File: src/rtl/en_reg_arbiter.sv
// Round-robin write arbiter in front of a shared enable-loaded register.
// One requester wins per IDLE->WRITE pair; the write strobe pulses for a single cycle.
module en_reg_arbiter #(
    parameter int W = 8,
    parameter int N = 4,
    localparam int IW = (N > 1) ? $clog2(N) : 1
) (
    input  logic             clk,
    input  logic             reset,
    input  logic [N-1:0]     req,
    input  logic [N*W-1:0]   data,
    output logic [N-1:0]     grant,
    output logic             en,
    output logic [W-1:0]     q,
    output logic [IW-1:0]    last_src,
    output logic             busy
);

    // state | meaning
    // IDLE  | search req from ptr, latch winner into win
    // WRITE | strobe en/grant[win] if req[win] still high, else abort
    typedef enum logic {IDLE, WRITE} state_t;

    state_t          state_q, state_d;
    logic [IW-1:0]   win_q, win_d;
    logic [IW-1:0]   ptr_q, ptr_d;
    logic [W-1:0]    q_q, q_d;
    logic [IW-1:0]   last_src_q, last_src_d;

    logic            found;
    logic [IW-1:0]   pick;
    logic [IW:0]     idx;
    logic            req_win;
    logic [W-1:0]    lane;
    logic            en_c;
    logic [N-1:0]    grant_c;

    // Rotating priority search; idx wraps manually so non-power-of-two N never yields >= N.
    always_comb begin
        found = 1'b0;
        pick  = '0;
        idx   = '0;
        for (int k = 0; k < N; k++) begin
            idx = {1'b0, ptr_q} + (IW+1)'(k);
            if (idx >= (IW+1)'(N))
                idx = idx - (IW+1)'(N);
            if (!found && req[idx[IW-1:0]]) begin
                found = 1'b1;
                pick  = idx[IW-1:0];
            end
        end
    end

    always_comb begin
        req_win = 1'b0;
        lane    = '0;
        for (int i = 0; i < N; i++) begin
            if (win_q == IW'(i)) begin
                req_win = req[i];
                lane    = data[i*W +: W];
            end
        end
    end

    always_comb begin
        en_c    = (state_q == WRITE) && req_win && !reset;
        grant_c = '0;
        for (int i = 0; i < N; i++)
            grant_c[i] = en_c && (win_q == IW'(i));
    end

    always_comb begin
        state_d    = state_q;
        win_d      = win_q;
        ptr_d      = ptr_q;
        q_d        = q_q;
        last_src_d = last_src_q;
        case (state_q)
            IDLE: begin
                if (found) begin
                    win_d   = pick;
                    state_d = WRITE;
                end
            end
            WRITE: begin
                if (req_win) begin
                    q_d        = lane;
                    last_src_d = win_q;
                    ptr_d      = (win_q == IW'(N-1)) ? '0 : win_q + 1'b1;
                end
                state_d = IDLE;
            end
            default: state_d = IDLE;
        endcase
    end

    always_ff @(posedge clk) begin
        if (reset) begin
            state_q    <= IDLE;
            win_q      <= '0;
            ptr_q      <= '0;
            q_q        <= '0;
            last_src_q <= '0;
        end else begin
            state_q    <= state_d;
            win_q      <= win_d;
            ptr_q      <= ptr_d;
            q_q        <= q_d;
            last_src_q <= last_src_d;
        end
    end

    assign grant    = grant_c;
    assign en       = en_c;
    assign q        = q_q;
    assign last_src = last_src_q;
    assign busy     = (state_q == WRITE) && !reset;

endmodule

File: config.mk
export PLATFORM = sky130hd
export DESIGN_NAME = en_reg_arbiter
export DESIGN_NICKNAME = d
export VERILOG_FILES = /design/src/rtl/en_reg_arbiter.sv
export SDC_FILE = /design/constraint.sdc
export NUM_CORES = 1
export LEC_CHECK = 0
export BUFFER_PORTS_ARGS = -buffer_cell sky130_fd_sc_hd__buf_4
export CORE_UTILIZATION = 48
export CTS_CLUSTER_DIAMETER = 50
export DETAILED_ROUTE_END_ITERATION = 10
export PLACE_DENSITY = 0.9
export SLEW_MARGIN = 30
export SYNTH_ARGS = -nofsm -noshare
export SYNTH_HDL_FRONTEND = slang
export SYNTH_SLANG_ARGS = --single-unit
export TNS_END_PERCENT = 5
File: constraint.sdc
create_clock -name clk -period 3.1 [get_ports clk]
set_input_delay 0.31 -clock clk [delete_from_list [all_inputs] [get_ports clk]]
set_output_delay 0.31 -clock clk [all_outputs]
set_load 0.05 [all_outputs]
==> results.toml, run 1 <==
[layout]
num-nets-final = 228
final_common_cell = "buf_4"
layout.filler_cells = 160
diodes = 0
layout_common_cells = "54 x buf_4, 19 x inv_1, 15 x dfxtp_1"
final_cell_area_mm2 = 0.00147
post_route_core_utilization_pct = 73.4
areaGrowthSynthToFinish_pct = 40.9
layout-drive-gt1-share_pct = 31.9

[sta]
worst_slew_margin_rel_pct = 54.6
timing_hold_violations_final = 0
finClkSkew_ns = 0.000483
worst_hold_slack_ns = 0.378
timing.final.crit_share_pct = 86.7
setup_ws_ns = 0.411
upper_clock_frequency_limit_mhz = 372
worst_slew_pin_slew_ns = 0.672
totalNegativeSetupSlack_ns = 0
rsz0062_at_grt = "no"
timing.final.crit_period_ns = 2.69
timing.final.max_slew_violations = 0
count_of_final_setup_violators = 0

[clock_network]
cts_resized = 0
cts_inserted_buffers = 3
worst_skew_pair.late_latency_ns = 0.28
post-cts-setup-buffer-count = 0
clock_path_buffers = 2
post_cts_hold_buffer_count = 0
cts.clk_slew.worst_paths_ns = 0.09
htree_levels = 1
clkSinkCount = 15
clock-root-buffer = "clkbuf_4"
tritoncts = "yes"

[global_routing]
first_global_vias = 1147
grt_max_degree = 30
grt_residual_overflow = 0
number_of_antenna_violations_at_the_first_check_in_global_routing = 0
grt_first_pass_wirelength_um = 5190
global_route.usage.total_pct = 28.2

[synthesis]
synth-main-ff-cell = "dfxtp_1"
seq_area_frac_synth_pct = 28.8
syn_inst = 136
syn_area_per_cell_um2 = 7.67
syn_area_mm2 = 0.00104
synth_cell_types = 31
yosys_warnings = 0
asyncSetResetFlopFracSynth_pct = 0
yosys_register_bits = 15
synth_enable_flop_cells = 0
synth.net_count = 178

[critical_path]
cp_slowest_cell = "dfxtp_1"
setup.worst_path.end_class = "output port"
worstPathArrival_ns = 2.38
reg2regPathDepth = 6
crit-reg2reg-capture = "ptr_q[0]$_SDFFE_PP0P_"
startpoint_type = "register"
path_class = "register to output port"
crit_required_ns = 2.79
ordered_cell_list_for_the_critical_path = "inv_1 > ha_1 > nand3b_1 > a2111oi_2 > nor2_1 > nor3b_1 > buf_4"
timing.rr.start = "win_q[1]$_SDFFE_PP0P_"
slowest_delay_ns = 0.40
regToRegSetupSlack_ns = 0.87
critical_path_peak_fanout = 13

[pwr]
comb_power_share_pct = 36.8
power.density_cell_area_mw_per_mm2 = 350
ir_worst_vdd_mv = 0.263
power.clock.fraction_pct = 21.8
power.leakage_nw = 0.687
swShare_pct = 34.3
cell_internal_pwr_uw = 338
power.sequential.fraction_pct = 41.4
switchingPower_uw = 177

[run]
max_cap_violations = 0

[worst_hold_path]
hold_path.startpoint = "reset"
hold_path_class = "input port to register"
min_path_cells = 2
worst_hold_path.endpoint = "state_q$_SDFF_PP0_"

[placement]
dp_hpwl_um = 2370
dpl_worst_slack_ns = 0.760
routabilityCongestion = 0.912
placed_area_mm2 = 0.00144
numPortBuffers = 53

[die]
io_pins = 54
core_mm2 = 0.00200
die_w_um = 48.6
placementRows = 16
die_height_um = 48.6
fp.dieArea_mm2 = 0.00236
initial_utilization_pct = 52.1

[routing]
initialDrtViolationCount = 36
routed_wirelength_um = 3080
first_pass_iters = 4
drt_drc_violations_left = 0
vias_per_cell = 5.80
vias = 1230
wl_per_cell_um = 14.5
route.antenna.remaining_nets = 0

[outcome]
status = "completed"
-- logic make-up after synthesis --
kind of cell    Yosys count  share of synthesized area (%)
fa+ha+maj                 4                           4.80
flops                    15                           28.8
compound gates           50                           34.7
mux                       1                          0.959
simple gates             38                           20.3
buf+inv                  28                           10.6
-- state kept, by name, indices dropped and copies added (netlist names) --
signal	flops
win_q	2
state_q	1
q	8
last_src	2
ptr_q	2
-- per-stage QoR --
| step | instances | power (mW) |
|---|---|---|
| after floorplan | 136 | 0.333 |
| after global routing | 212 | 0.546 |
| final | 212 | 0.515 |
| after CTS | 212 | 0.515 |
| after global placement | 208 | 0.399 |
| after detailed placement | 208 | 0.406 |
-- power by group through the flow --
stage          clock [mW]  combinational, mW  sequential [mW]
3_3_place_gp            0              0.183            0.217
4_1_cts             0.113              0.189            0.213
3_5_place_dp            0              0.188            0.217
6_report            0.112              0.189            0.213
2_1_floorplan           0             0.0907            0.242
5_1_grt             0.128              0.203            0.215
-- how the worst max path moves through the flow --
stage                               start        to  slack (ns)  depth (start not counted)
floorplan           win_q[1]$_SDFFE_PP0P_  grant[0]        0.34                          6
global placement    win_q[0]$_SDFFE_PP0P_  grant[1]        0.87                          6
detailed placement  win_q[1]$_SDFFE_PP0P_  grant[0]        0.76                          7
CTS                 win_q[1]$_SDFFE_PP0P_  grant[0]        0.44                          7
global route        win_q[0]$_SDFFE_PP0P_  grant[1]        0.27                          5
finish              win_q[1]$_SDFFE_PP0P_  grant[2]        0.41                          7
-- worst max-delay path: cells and delay by family (launching register included) --
| family | cells | cell delay (ns) |
|---|---|---|
| AO/OA/AOI/OAI | 1 | 0.36 |
| adder cells (fa/ha/maj) | 1 | 0.33 |
| flip-flops | 1 | 0.40 |
| AND/OR/NAND/NOR | 3 | 0.68 |
| buffers and inverters | 2 | 0.33 |
-- cell type report --
type	count	area [um^2]	area share, %
multi-input combinational	93	633	43.1
clock buffer	4	26.3	1.79
tap	27	33.8	2.30
sequential	15	300	20.4
timing repair buffer	54	405	27.6
inverter	19	71.3	4.85
-- synthesized netlist by cell type (6+ instances only) --
cell type	number	share of area, %
a21oi_1	9	4.3
a221o_1	7	6.7
dfxtp_1	15	29
o211ai_1	7	5.0
inv_1	19	6.8
nand2b_1	8	4.8
nand2_1	6	2.2
nor2_1	7	2.5
clkbuf_1	7	2.5
o21ai_0	12	5.8
a221oi_1	8	6.7
-- routing by layer --
layer	vias to the layer above	GRT usage (%)	wire, um
met3	9	6.60	295
li1	598	-	-
met1	551	34.4	1240
met2	72	48.4	1490
met4	0	8.82	53
met5	-	0	0
No activity file was read; power rests on OpenSTA's default activity.
==> run 2, diff against run 1 <==
Settings changed: ABC_AREA set to 1, CORE_ASPECT_RATIO set to 1.75, CORE_UTILIZATION 48 to 51.
==> results.toml, run 2 <==
[synthesis]
synth_area_leaders = "nand2_1 24%, dfxtp_1 23%, nor2_1 9.7%"
syn_area_per_cell_um2 = 5.93
syn_area_mm2 = 0.00128
yosys_register_bits = 15
yosys_warnings = 0
synth-main-ff-cell = "dfxtp_1"
count_leader_synth = "nand2_1"
synth.net_count = 258
syn_inst = 216
synth_cell_types = 23
seq_area_frac_synth_pct = 23.4
netlist_top_cells_count = "83 x nand2_1, 33 x nor2_1, 21 x inv_1, 15 x dfxtp_1, 13 x nand3_1"
synth_top_cell_area_share_pct = 24.3
asyncSetResetFlopFracSynth_pct = 0
post-synth-top-area-cell = "nand2_1"
synth_enable_flop_cells = 0

[sta]
finClkSkew_ns = 0.00385
worst_slew_margin_rel_pct = 55.5
worst_slew_pin_slew_ns = 0.668
worst_hold_slack_ns = 0.314
count_of_final_setup_violators = 0
upper_clock_frequency_limit_mhz = 370
rsz0062_at_grt = "no"
timing.final.crit_share_pct = 87.2
timing.final.crit_period_ns = 2.70
totalNegativeSetupSlack_ns = 0
timing_hold_violations_final = 0
timing.final.max_slew_violations = 0

[clock_network]
post-cts-setup-buffer-count = 0
clock_path_buffers = 2
post_cts_hold_buffer_count = 0
clock-root-buffer = "clkbuf_8"
cts.clk_slew.worst_paths_ns = 0.06
cts_resized = 0
tritoncts = "yes"
worst_skew_pair.late_latency_ns = 0.25
cts_inserted_buffers = 3
clkSinkCount = 15
htree_levels = 1

[die]
io_pins = 54
die_height_um = 68.3
core_mm2 = 0.00233
fp.dieArea_mm2 = 0.00272
die_w_um = 39.9
initial_utilization_pct = 55.0
placementRows = 23

[critical_path]
crit_required_ns = 2.79
critical_path_peak_fanout = 24
path_class = "register to output port"
startpoint_type = "register"
regToRegSetupSlack_ns = 1.12
worstPathArrival_ns = 2.39
reg2regPathDepth = 9
setup.worst_path.end_class = "output port"

[layout]
areaGrowthSynthToFinish_pct = 31.9
max_reg_flops = 8
layout-drive-gt1-share_pct = 26.5
num-nets-final = 307
final_common_cell = "nand2_1"
post_route_core_utilization_pct = 72.5
layout_common_cells = "83 x nand2_1, 53 x buf_4, 33 x nor2_1"
diodes = 0

[global_routing]
first_global_vias = 1386
grt_max_degree = 25
global_route.usage.total_pct = 27.8
number_of_antenna_violations_at_the_first_check_in_global_routing = 0
grt_residual_overflow = 0
grt_first_pass_wirelength_um = 5370

[placement]
dp_hpwl_um = 2590
routabilityCongestion = 0.790
numPortBuffers = 53

[routing]
vias_per_cell = 5.16
routed_wirelength_um = 3330
initialDrtViolationCount = 24
first_pass_iters = 4
wl_per_cell_um = 11.5
route.antenna.remaining_nets = 0
vias = 1492
drt_drc_violations_left = 0

[worst_hold_path]
min_path_cells = 2
hold_path_class = "input port to register"

[pwr]
power.leakage_nw = 0.931
power.density_cell_area_mw_per_mm2 = 720
totalPowerFinal_mw = 1.22
ir_worst_vdd_mv = 0.595

[outcome]
status = "completed"

[run]
max_cap_violations = 0
==> run 2: changes by cell type after synthesis, sizes merged, moves of 5 or more <==
cell,change
a21o,+8
a221o,-7
a221oi,-8
a31oi,+8
inv,+5
nand2,+80
nand2b,-8
nand3,+10
nor2,+28
o211ai,-7
o21ai,-12
==> run 2: kinds of logic (layout without fill, tap and decap cells) <==
logic type,after synthesis,count (layout),share of synthesized area (%)
AND/OR/NAND/NOR,139,139,46.3
AO/OA/AOI/OAI,24,24,13.9
buffers and inverters,34,82,12.5
flip-flops,15,15,23.4
adder cells (fa/ha/maj),4,4,3.91
==> run 2: layout make-up <==
type                            instances  area (um^2)
Multi-Input combinational cell        167          821
Fill cell                             197          641
Timing Repair Buffer                   53          398
Sequential cell                        15          300
Inverter                               25         93.8
Clock buffer                            3         41.3
Tap cell                               25         31.3
Clock inverter                          1         5.00
==> run 2: path summary, 6_finish.rpt <==
check / end / start
min: last_src[1]$_SDFFE_PP0P_ / reset
max: grant[3] / win_q[1]$_SDFFE_PP0P_
min reg2reg: last_src[1]$_SDFFE_PP0P_ / last_src[1]$_SDFFE_PP0P_
max reg2reg: q[1]$_SDFFE_PP0P_ / win_q[1]$_SDFFE_PP0P_
==> run 2: report_power, final <==
part	switching, mW	internal, mW
Combinational	0.503	0.276
Clock	0.0719	0.0891
Sequential	0.0384	0.239
==> run 2: through the flow <==
stage	area (um^2)	worst slack (ns)	cells
after floorplan	1280	0.387	216
after global placement	1640	0.759	285
after detailed placement	1640	0.696	285
after CTS	1690	0.414	289
after global routing	1690	0.145	289
final	1690	0.398	289
==> run 2: worst max-delay path, cell delays in order (launching register included) <==
cell and delay [ns]:
dfxtp_1 0.38, inv_1 0.10, ha_1 0.35, nor2_4 0.30, a22oi_4 0.08, o21ai_4 0.22, nand2_4 0.20, nor2_1 0.21
nand2_1 0.07, inv_1 0.05, buf_4 0.18
==> run 2: metal layers <==
metal  share of wire, %  track usage (%)  up-vias
met5                  0                0        -
met1                 37             26.9      650
met2                 54             52.4       61
met3                4.2             3.25       15
met4                4.2             14.2        0
li1                   -                -      766
